[config.mk]
export PLATFORM = sky130hd
export DESIGN_NAME = dual_input_debouncer
export DESIGN_NICKNAME = d
export VERILOG_FILES = /design/src/rtl/dbnc_pkg.sv /design/src/rtl/debounce_ch.sv /design/src/rtl/dual_input_debouncer.sv
export SDC_FILE = /design/constraint.sdc
export NUM_CORES = 1
export LEC_CHECK = 0
export ABC_CLOCK_PERIOD_IN_PS = 1200
export BUFFER_PORTS_ARGS = -buffer_cell sky130_fd_sc_hd__buf_2
export CELL_PAD_IN_SITES_DETAIL_PLACEMENT = 2
export CELL_PAD_IN_SITES_GLOBAL_PLACEMENT = 2
export CORE_MARGIN = 2
export CORE_UTILIZATION = 32
export DETAILED_ROUTE_END_ITERATION = 6
export PLACE_DENSITY_LB_ADDON = 0.1
export SLEW_MARGIN = 20
export SYNTH_ARGS = -nofsm -noshare
export SYNTH_HDL_FRONTEND = slang
export SYNTH_HIERARCHICAL = 1
export SYNTH_SLANG_ARGS = --single-unit
[constraint.sdc]
create_clock -name clk -period 1.2 [get_ports clk]
set_input_delay 0.24 -clock clk [delete_from_list [all_inputs] [get_ports clk]]
set_output_delay 0.24 -clock clk [all_outputs]
set_load 0.1 [all_outputs]
[src/rtl/dbnc_pkg.sv]
// Shared types and default parameters for the dual-input debouncer.
package dbnc_pkg;

    typedef enum logic [1:0] {
        LOW,
        CHK_HIGH,
        HIGH,
        CHK_LOW
    } dbnc_state_t;

    localparam int DEF_SYNC_STAGES   = 2;
    localparam int DEF_STABLE_CYCLES = 4;

endpackage

[src/rtl/debounce_ch.sv]
// One debounce channel: input synchroniser, stability-count FSM, registered level and edge pulses.
//   state    | meaning
//   LOW      | output 0, synchronised input agrees with it
//   CHK_HIGH | output 0, input high, counting toward a rise
//   HIGH     | output 1, synchronised input agrees with it
//   CHK_LOW  | output 1, input low, counting toward a fall
module debounce_ch
    import dbnc_pkg::*;
#(
    parameter int SYNC_STAGES   = DEF_SYNC_STAGES,
    parameter int STABLE_CYCLES = DEF_STABLE_CYCLES
) (
    input  logic clk,
    input  logic rst_n,
    input  logic raw,
    output logic level,
    output logic rise,
    output logic fall
);

    localparam int               CNT_W     = $clog2(STABLE_CYCLES + 1);
    localparam logic [CNT_W-1:0] CNT_ONE   = CNT_W'(1);
    localparam logic [CNT_W-1:0] CNT_LAST  = CNT_W'(STABLE_CYCLES - 1);
    localparam bit               IMMEDIATE = (STABLE_CYCLES == 1);

    logic [SYNC_STAGES-1:0] sync_q;
    logic                   s;

    dbnc_state_t      state_q, state_d;
    logic [CNT_W-1:0] cnt_q, cnt_d;
    logic             level_q, level_d;
    logic             rise_q, rise_d;
    logic             fall_q, fall_d;

    // Only sync_q[0] ever sees the asynchronous input.
    always_ff @(posedge clk or negedge rst_n) begin
        if (!rst_n) begin
            sync_q <= '0;
        end else begin
            sync_q <= {sync_q[SYNC_STAGES-2:0], raw};
        end
    end

    assign s = sync_q[SYNC_STAGES-1];

    always_ff @(posedge clk or negedge rst_n) begin
        if (!rst_n) begin
            state_q <= LOW;
            cnt_q   <= '0;
            level_q <= 1'b0;
            rise_q  <= 1'b0;
            fall_q  <= 1'b0;
        end else begin
            state_q <= state_d;
            cnt_q   <= cnt_d;
            level_q <= level_d;
            rise_q  <= rise_d;
            fall_q  <= fall_d;
        end
    end

    always_comb begin
        state_d = state_q;
        cnt_d   = cnt_q;
        level_d = level_q;
        rise_d  = 1'b0;
        fall_d  = 1'b0;
        case (state_q)
            LOW: begin
                if (s) begin
                    if (IMMEDIATE) begin
                        state_d = HIGH;
                        level_d = 1'b1;
                        rise_d  = 1'b1;
                    end else begin
                        state_d = CHK_HIGH;
                        cnt_d   = CNT_ONE;
                    end
                end
            end
            CHK_HIGH: begin
                if (!s) begin
                    state_d = LOW;
                    cnt_d   = '0;
                end else if (cnt_q == CNT_LAST) begin
                    state_d = HIGH;
                    level_d = 1'b1;
                    rise_d  = 1'b1;
                    cnt_d   = '0;
                end else begin
                    cnt_d = cnt_q + CNT_ONE;
                end
            end
            HIGH: begin
                if (!s) begin
                    if (IMMEDIATE) begin
                        state_d = LOW;
                        level_d = 1'b0;
                        fall_d  = 1'b1;
                    end else begin
                        state_d = CHK_LOW;
                        cnt_d   = CNT_ONE;
                    end
                end
            end
            CHK_LOW: begin
                if (s) begin
                    state_d = HIGH;
                    cnt_d   = '0;
                end else if (cnt_q == CNT_LAST) begin
                    state_d = LOW;
                    level_d = 1'b0;
                    fall_d  = 1'b1;
                    cnt_d   = '0;
                end else begin
                    cnt_d = cnt_q + CNT_ONE;
                end
            end
            default: begin
                state_d = LOW;
                cnt_d   = '0;
                level_d = 1'b0;
            end
        endcase
    end

    assign level = level_q;
    assign rise  = rise_q;
    assign fall  = fall_q;

endmodule

[src/rtl/dual_input_debouncer.sv]
// Two independent debounce channels feeding the a/b inputs of the downstream AND stage.
module dual_input_debouncer
    import dbnc_pkg::*;
#(
    parameter int SYNC_STAGES   = DEF_SYNC_STAGES,
    parameter int STABLE_CYCLES = DEF_STABLE_CYCLES
) (
    input  logic clk,
    input  logic rst_n,
    input  logic a_raw,
    input  logic b_raw,
    output logic a,
    output logic b,
    output logic a_rise,
    output logic a_fall,
    output logic b_rise,
    output logic b_fall
);

    debounce_ch #(
        .SYNC_STAGES  (SYNC_STAGES),
        .STABLE_CYCLES(STABLE_CYCLES)
    ) u_ch_a (
        .clk  (clk),
        .rst_n(rst_n),
        .raw  (a_raw),
        .level(a),
        .rise (a_rise),
        .fall (a_fall)
    );

    debounce_ch #(
        .SYNC_STAGES  (SYNC_STAGES),
        .STABLE_CYCLES(STABLE_CYCLES)
    ) u_ch_b (
        .clk  (clk),
        .rst_n(rst_n),
        .raw  (b_raw),
        .level(b),
        .rise (b_rise),
        .fall (b_fall)
    );

endmodule

==> summary.txt <==
Status
  • Status: complete, no violations

Floorplan
  • Effective utilization at floorplan: 33.02%
  • Die ar.: 2901 µm²
  • Die height: 53.87 µm
  • Die Width: 53.87 µm
  • I/O pin count: 10
  • Core ar.: 2410 µm²
  • Row count: 18

Clock tree
  • CTS tree: done
  • Clock slew at reported path FFs: 0.11 ns
  • CTS max path bufs: 2
  • Num CTS Buffers: 3
  • Root Driver: clkbuf_4
  • Clock latency on the worst-skew pair: 0.30 ns
  • CTS H-tree depth: 1
  • CTS Sinks: 20

Timing
  • Relative slew slack: 69.82%
  • Final slew viol count: 0
  • Max Freq: 856.2 MHz
  • Setup WS post-layout: 0.03208 ns
  • Final worst-path cycle share: 97.33%
  • Least-Margin Pin Slew: 0.4527 ns
  • Hold slack: 0.04055 ns
  • Final setup violation count: 0
  • RSZ-0062 raised after global routing: yes
  • Final Hold Vio Count: 0
  • Min cycle time layout: 1.168 ns
  • Skew final: 0.002509 ns

Yosys
  • Post-synthesis sequential area ratio: 62.89%
  • Mapped Cells: 68
  • Ys Warns: 6
  • Mean Syn Cell Area: 11.70 µm²
  • Synth cell types: 18
  • Post-synthesis cell area: 795.8 µm²
  • Syn_nets: 74
  • Synth Register Bits: 20

Finish
  • Share of layout cells above drive strength 1: 34.83%
  • Area of the multi-input gates: 330.3 µm²
  • # fillers: 238
  • Synth-to-Final Area Change: 39.78%
  • Nets: 96
  • Diodes inserted: 0
  • Reg area: 503.0 µm²

Setup path
  • CP Data Required Time: 1.39 ns
  • CP max FO: 4
  • R2R depth: 4
  • Worst Path Arrival: 1.36 ns
  • Crit end category: register
  • Setup crit end: u_ch_b/level$_DFFE_PN0P_
  • R2r setup slk: 0.03 ns
  • CP max-delay cell: dfrtp_1
  • Worst r2r src: u_ch_b/cnt_q[1]$_DFFE_PN0P_
  • Cells along the critical path: ha_4, and3b_2, a21oi_2, o21ai_1
  • RR Endpoint: u_ch_b/level$_DFFE_PN0P_
  • Crit. Startpoint: u_ch_b/cnt_q[1]$_DFFE_PN0P_
  • Crit Path Class: register to register
  • CP startpoint kind: register
  • Critical path's largest stage delay: 0.44 ns

Detailed routing
  • Iter 0 DRT Violations: 7
  • Drt wl/cell: 15.33 µm
  • Initial DRT Pass Iterations: 3
  • DRC: 0
  • Final ANT Viol Nets: 0
  • DRT Wirelength: 1.824 mm
  • Vias per cell: 4.790
  • DR vias: 570

Global routing
  • All-layer global routing usage: 14.08%
  • Vias in the first global route: 579
  • Antenna violations before repair: 0
  • Grt total ovfl: 0
  • First-pass GRT wire length: 2.835 mm
  • Largest net degree at the start of global routing: 21

Placed design
  • Port bufs: 9
  • Post-DP HPWL: 1.299 mm
  • Placer Congestion: 0.6948
  • Dpl ws: -0.01283 ns

Power and ir drop
  • Pwr per Cell Area: 1938 nW/µm²
  • Max rail drop VDD: 0.9290 mV
  • P_leak: 0.5131 nW

Flow run
  • Max Cap Violations: 0

Min path
  • Hold WC Path Type: primary input to register
## worst min-delay path by stage
stage / endpoint / depth (start not counted) / from / slack, ns
final: u_ch_a/sync_q[0]$_DFF_PN0_ / 1 / a_raw / 0.04
after global routing: u_ch_a/sync_q[0]$_DFF_PN0_ / 1 / a_raw / 0.03
after CTS: u_ch_b/sync_q[0]$_DFF_PN0_ / 1 / b_raw / 0.03
after detailed placement: u_ch_a/fall$_DFF_PN0_ / 1 / rst_n / 0.21
after global placement: u_ch_a/fall$_DFF_PN0_ / 1 / rst_n / 0.22
after floorplan: async pin / 0 / rst_n / -0.06
## stage by stage
step	instances	cell area, µm²	power [W]	TNS (ns)	utilization, %
finish	119	1112	0.002156	0	46.16
global route	119	1112	0.002326	-0.1071	46.16
CTS	117	1057	0.002077	0	43.87
detailed placement	112	1008	0.001668	-0.01283	41.85
global placement	112	1008	0.001622	-0.002031	41.85
floorplan	68	798.3	0.001369	0	-
## per-layer routing
| metal | vias to the layer above | part of all wire (%) | global-route usage, % |
|---|---|---|---|
| li1 | 274 | - | - |
| met1 | 284 | 44 | 18.97 |
| met2 | 10 | 51 | 21.34 |
| met3 | 2 | 3.7 | 5.000 |
| met4 | 0 | 0.66 | 3.846 |
| met5 | - | 0 | 0 |
## where the power goes
part | internal (W) | switching [W] | total, W | leakage [nW]
Sequential | 0.000811 | 0.000182 | 0.000993 | 0.245
Clock | 0.000185 | 0.000207 | 0.000392 | 0.0210
Combinational | 0.000385 | 0.000386 | 0.000772 | 0.247
## placed cells by master, fill, tap and decap left out, types with 3 or more instances in the layout
cell type and n:
nor2_1 6, dfrtp_1 18, nand2_1 10, o21ai_1 4, buf_4 7, buf_12 6, clkbuf_4 3, buf_2 3
## critical path, delay by kind of cell (launching register included)
family          cells  cell delay [ns]
compound gates      2             0.22
fa+ha+maj           1             0.19
flops               1             0.44
simple gates        1             0.22
## kinds of logic after synthesis
family | synth area share (%)
flip-flops | 62.89
AO/OA/AOI/OAI | 8.804
AND/OR/NAND/NOR | 19.81
XOR/XNOR | 4.403
adder cells (fa/ha/maj) | 3.144
buffers and inverters | 0.9437
## cell type report
cell class | instances | share of cell area, %
clock buffers | 4 | 3.262
inverters | 2 | 0.6749
multi-input cells | 46 | 29.70
flip-flops and latches | 20 | 45.22
well taps | 30 | 3.375
repair buffers | 17 | 17.77
## cell usage after synthesis, drive strengths merged
cell	number	area, µm²
a22oi	2	15.01
and3b	2	17.52
ha	2	25.02
nand2	10	37.54
nor3b	4	40.03
a21oi	2	10.01
nor2	6	22.52
xnor2	2	17.52
nand2b	2	12.51
o21ai	6	30.03
inv	2	7.510
xor2	2	17.52
nand3b	2	15.01
o21a	2	15.01
nand4	2	12.51
dfrtp	20	500.5
## registers in the layout, summed over array words and instances, names as in the netlist, named ones only
| signal | count |
|---|---|
| u_ch_a/rise | 1 |
| u_ch_a/state_q | 1 |
| u_ch_a/sync_q | 2 |
| u_ch_b/state_q | 1 |
| u_ch_a/fall | 1 |
| u_ch_b/rise | 1 |
| u_ch_b/fall | 1 |
| u_ch_a/cnt_q | 3 |
| u_ch_b/cnt_q | 3 |
| u_ch_b/sync_q | 2 |
| u_ch_b/level | 1 |
| u_ch_a/level | 1 |
## timing repair
item | CTS | global route
endpoints found under the hold margin | 20 | 0
setup buffers | 0 | 2
endpoints found under the setup margin | 1 | 8
hold buffers | 1 | 0
resized for setup | 1 | 9
Power figures use the tool's default switching activity.
